`config.mk`:
```
export PLATFORM = sky130hd
export DESIGN_NAME = piece_bag_generator
export DESIGN_NICKNAME = d
export VERILOG_FILES = /design/src/rtl/piece_bag_generator.sv
export SDC_FILE = /design/constraint.sdc
export NUM_CORES = 1
export LEC_CHECK = 0
export CAP_MARGIN = 10
export CELL_PAD_IN_SITES_DETAIL_PLACEMENT = 1
export CELL_PAD_IN_SITES_GLOBAL_PLACEMENT = 1
export CORE_MARGIN = 2
export CORE_UTILIZATION = 40
export CTS_CLUSTER_SIZE = 10
export DETAILED_ROUTE_END_ITERATION = 16
export GPL_TIMING_DRIVEN = 0
export PLACE_DENSITY_LB_ADDON = 0.1
export SYNTH_ARGS = -nofsm -noshare
export SYNTH_HDL_FRONTEND = slang
export SYNTH_SLANG_ARGS = --single-unit
```
`constraint.sdc`:
```
create_clock -name Clk -period 2.7 [get_ports Clk]
set_clock_uncertainty 0.05 [all_clocks]
set_input_delay 0.675 -clock Clk [delete_from_list [all_inputs] [get_ports Clk]]
set_output_delay 0.675 -clock Clk [all_outputs]
set_load 0.1 [all_outputs]
```
`src/rtl/piece_bag_generator.sv`:
```
// piece_bag_generator
//   7-bag polyomino piece source. A four-phase req/ack handshake returns a
//   4x4 piece bitmap and its ID. Draws come from a free-running 16-bit
//   Galois LFSR. A used-piece mask guarantees no repeat until all seven
//   pieces have been handed out.
//
// Ports
//   Clk           system clock
//   Reset         asynchronous, active-high
//   seed_load     load LFSR from seed (zero seed substitutes LFSR_SEED)
//   seed[15:0]    seed value
//   req           piece request (four-phase, level-sensitive)
//   ack           piece valid / request acknowledged
//   piece[15:0]   4x4 bitmap, row-major, bit 15 = row 0 col 0
//   piece_id[2:0] drawn piece ID
//   busy          FSM not idle
//   bag_remaining unused pieces left in the current bag (7..1)
module piece_bag_generator #(
  parameter int unsigned NUM_PIECES = 7,
  parameter logic [15:0] LFSR_SEED  = 16'hACE1
) (
  input  logic        Clk,
  input  logic        Reset,
  input  logic        seed_load,
  input  logic [15:0] seed,
  input  logic        req,
  output logic        ack,
  output logic [15:0] piece,
  output logic [2:0]  piece_id,
  output logic        busy,
  output logic [2:0]  bag_remaining
);

  typedef enum logic [1:0] {
    IDLE  = 2'd0,
    PICK  = 2'd1,
    CHECK = 2'd2,
    ACK   = 2'd3
  } state_t;

  state_t                  state;
  logic [15:0]             lfsr;
  logic [2:0]              cand;
  logic [NUM_PIECES-1:0]   mask;

  logic [15:0]             lfsr_next;
  logic [15:0]             rom_word;
  logic [NUM_PIECES-1:0]   marked;
  logic                    bag_full;

  always_comb begin
    lfsr_next = {1'b0, lfsr[15:1]} ^ (lfsr[0] ? 16'hB400 : 16'h0000);
  end

  always_comb begin
    rom_word = 16'h0000;
    case (cand)
      3'd0:    rom_word = 16'h0F00; // I
      3'd1:    rom_word = 16'h6600; // O
      3'd2:    rom_word = 16'h4E00; // T
      3'd3:    rom_word = 16'h6C00; // S
      3'd4:    rom_word = 16'hC600; // Z
      3'd5:    rom_word = 16'h8E00; // J
      3'd6:    rom_word = 16'h2E00; // L
      default: rom_word = 16'h0000;
    endcase
  end

  // Mask as it would look after marking cand; a full bag refills at once.
  always_comb begin
    marked = '0;
    for (int unsigned i = 0; i < NUM_PIECES; i++) begin
      marked[i] = mask[i] | (cand == 3'(i));
    end
    bag_full = &marked;
  end

  // LFSR free-runs regardless of FSM state; a load overrides the advance.
  always_ff @(posedge Clk or posedge Reset) begin
    if (Reset) begin
      lfsr <= LFSR_SEED;
    end else if (seed_load) begin
      lfsr <= (seed == 16'h0000) ? LFSR_SEED : seed;
    end else begin
      lfsr <= lfsr_next;
    end
  end

  always_ff @(posedge Clk or posedge Reset) begin
    if (Reset) begin
      state         <= IDLE;
      cand          <= '0;
      mask          <= '0;
      ack           <= 1'b0;
      busy          <= 1'b0;
      piece         <= '0;
      piece_id      <= '0;
      bag_remaining <= 3'd7;
    end else begin
      case (state)
        IDLE: begin
          if (req) begin
            state <= PICK;
            busy  <= 1'b1;
          end
        end
        PICK: begin
          cand  <= (lfsr[2:0] == 3'd7) ? 3'd0 : lfsr[2:0];
          state <= CHECK;
        end
        CHECK: begin
          if (mask[cand]) begin
            cand <= (cand == 3'd6) ? 3'd0 : cand + 3'd1;
          end else begin
            piece    <= rom_word;
            piece_id <= cand;
            ack      <= 1'b1;
            state    <= ACK;
            // Tracking the count alongside the mask equals 7 - popcount(mask).
            if (bag_full) begin
              mask          <= '0;
              bag_remaining <= 3'd7;
            end else begin
              mask          <= marked;
              bag_remaining <= bag_remaining - 3'd1;
            end
          end
        end
        ACK: begin
          if (!req) begin
            ack   <= 1'b0;
            busy  <= 1'b0;
            state <= IDLE;
          end
        end
        default: begin
          state <= IDLE;
          busy  <= 1'b0;
          ack   <= 1'b0;
        end
      endcase
    end
  end

endmodule

```
==> results.md <==
* Ys async rst share at 100%
* Core area at 5470 um2
* Post-placement cell count at 316
* Number of global-route vias before repair at 1603
* Worst hold path type: flop to flop
* Die Wd at 79.0 um
* IO Pins at 44
* Chip Height at 79.0 um
* H-tree levels at 2
* Hold WS at 0.438 ns
* Worst EP required at 1.98 ns
* Crit path max-delay family: buffers and inverters
* Outcome: finished, final reports clean
* Fillers at 634
* Syn Area/Cell at 11.1 um2
* Post-CTS Setup Inserts at 0
* TritonCTS buffer count at 5
* Critical Path End Type: output port
* # port buffers at 33
* Most frequent cell after synthesis: dfrtp_1
* Synth Register Bits at 43
* Post-route minimum period at 2.53 ns
* Slew @ Worst Pin at 0.964 ns
* DR iter-0 viols at 42
* Crit path launch type: flop
* First-pass GRT wire length at 7.80 mm
* Kind of critical path: flop to output port
* CTS resizes at 3
* Grt ovf at 0
* Max-capacitance violation count at 0
* Initial Util at 41.1%
* GP Congestion at 0.788
* CP max stage delay at 1.14 ns
* Post-DRT Antenna Nets at 0
* Fraction of layout instances using a drive strength above 1 at 25.5%
* Post-synth top area share at 35.6%
* Pwr/cell area at 1300 nW/um2
* Period utilization at 93.7%
* Static Leak at 0.00119 uW
* Setup Viol. Count Final at 0
* Worst-case clock buffer depth at 2
* Ys Warns at 0
* Area grow syn2layout at 24.8%
* DIE AREA at 6240 um2
* Clock sink total at 43
* Max VDD drop at 0.738 mV
* Wirelength per Cell at 13.9 um
* Largest net degree at the start of global routing at 33
* Drt first pass iters at 3
* Cell count after synthesis at 202
* Critical path cell sequence: clkdlybuf4s50_1
* Max-slew violations at 0
* Clk slew on worst S/H paths at 0.09 ns
* CP max-delay cell: clkdlybuf4s50_1
* Synth Cell Area at 2250 um2
* Critical path buffers and inverters at 1
* CTS tree: built
* GRT Util Overall at 15.8%
* Hold path depth at 1
* Post-synth top cells: dfrtp_1, nor2_1, mux2_2
* Cell depth of the worst flop-to-flop path at 7
* Cell Rows at 27
* # diodes at 0
* CP Depth at 1
* Worst-skew pair later-pin latency at 0.29 ns
* Synth area leaders: dfrtp_1, dfstp_2, mux2_2
* Drc violations at 0
* DP Wirelength at 3.49 mm
* Fin. Hold Viols at 0
* Power consumption at 3660 uW
* Relative max-transition margin at 35.5%
* Hold bufs inserted after CTS at 0
* Clk root buf: clkbuf_8
* Antenna violations before repair at 0
* RSZ-0062 raised after global routing: no
* CP arrival at 1.80 ns
* Yosys top cell by area: dfrtp_1
* EDFF count, synth at 0
* Unique masters post-synth at 48
* Final wirelength at 4.50 mm
* Critical path peak fanout at 3
* Via count at 1615
* Post-synth top flop: dfrtp_1
* Non-Filler Instances at 323
* Final nets at 276
* Via/cell ratio at 5.00
* Achievable Freq at 395 MHz
* Post-synthesis sequential area ratio at 48.4%
sequential cells by signal (all words and copies together) (netlist names):
register	cells
piece_id	3
busy	1
piece	7
mask	7
cand	3
bag_remaining	3
ack	1
lfsr	16
state	2
where the power goes:
part / total [uW] / switching [uW] / internal (uW)
Clock: 429 / 219 / 210
Sequential: 1040 / 154 / 885
Combinational: 2190 / 1460 / 730
path summary, 6_finish.rpt:
path / startpoint / to / slack, ns
max: busy$_DFFE_PP0P_ / busy / 0.17
min: lfsr[3]$_DFF_PP0_ / lfsr[2]$_DFF_PP0_ / 0.44
max reg2reg: cand[1]$_DFFE_PP0P_ / bag_remaining[2]$_DFFE_PP1P_ / 0.40
min reg2reg: lfsr[3]$_DFF_PP0_ / lfsr[2]$_DFF_PP0_ / 0.44
max in group asynchronous: Reset / bag_remaining[0]$_DFFE_PP1P_ / 1.49
min in group asynchronous: Reset / busy$_DFFE_PP0P_ / 0.58
per-stage QoR:
stage	instance area (um2)	setup TNS [ns]	utilization (%)	worst slack, ns
2_1_floorplan	2280	0	-	0.492
3_3_place_gp	2700	0	49.4	0.0401
3_5_place_dp	2720	-0.0213	49.7	-0.0213
4_1_cts	2810	0	51.3	0.152
5_1_grt	2810	0	51.3	0.110
6_report	2810	0	51.3	0.171
routing by layer:
metal	track usage (%)	vias to the layer above	share of wire, %
met1	22.1	791	50
li1	-	790	-
met2	25.3	29	46
met4	3.62	0	1.0
met3	3.41	5	3.6
met5	0	-	0
placed cells by master (no fill, tap or decap), types with 2 or more instances in the layout:
| cell | count |
|---|---|
| dfrtp_1 | 32 |
| clkdlybuf4s50_1 | 30 |
| nor2_1 | 18 |
| mux2_2 | 12 |
| dfstp_2 | 11 |
| inv_1 | 10 |
| buf_4 | 10 |
| o21ai_0 | 9 |
| conb_1 | 9 |
| o22a_1 | 8 |
| nand2_1 | 7 |
| a21oi_1 | 6 |
| a21oi_2 | 6 |
| ha_1 | 6 |
| clkbuf_8 | 6 |
| nor2b_1 | 4 |
| a211oi_1 | 4 |
| nor3_1 | 4 |
| a31oi_1 | 4 |
| clkbuf_1 | 4 |
| nor4_1 | 4 |
| buf_6 | 3 |
| xor2_1 | 3 |
| dlygate4sd2_1 | 3 |
| and2b_1 | 2 |
| mux2i_1 | 2 |
| buf_8 | 2 |
| nand3_1 | 2 |
| o22ai_1 | 2 |
| and2_1 | 2 |
| mux2_1 | 2 |
| nor2_2 | 2 |
kinds of logic after synthesis:
family / after synthesis / synth area share (%)
fa+ha+maj: 6 / 3.34
xor+xnor: 4 / 1.56
buf+inv: 31 / 8.89
compound gates: 51 / 17.9
simple gates: 49 / 11.2
mux: 17 / 8.56
flops: 43 / 48.4
other cells: 1 / 0.167
final cells by class:
| class | count | area (um2) | area share [%] |
|---|---|---|---|
| tap | 72 | 90.1 | 3.21 |
| inverter | 11 | 41.3 | 1.47 |
| clock inverter | 1 | 8.76 | 0.312 |
| multi-input combinational | 136 | 991 | 35.3 |
| timing repair buffer | 34 | 347 | 12.3 |
| clock buffer | 7 | 86.3 | 3.07 |
| sequential | 43 | 1090 | 38.8 |
| buffer | 19 | 155 | 5.52 |
No activity file was read; power rests on OpenSTA's default activity.
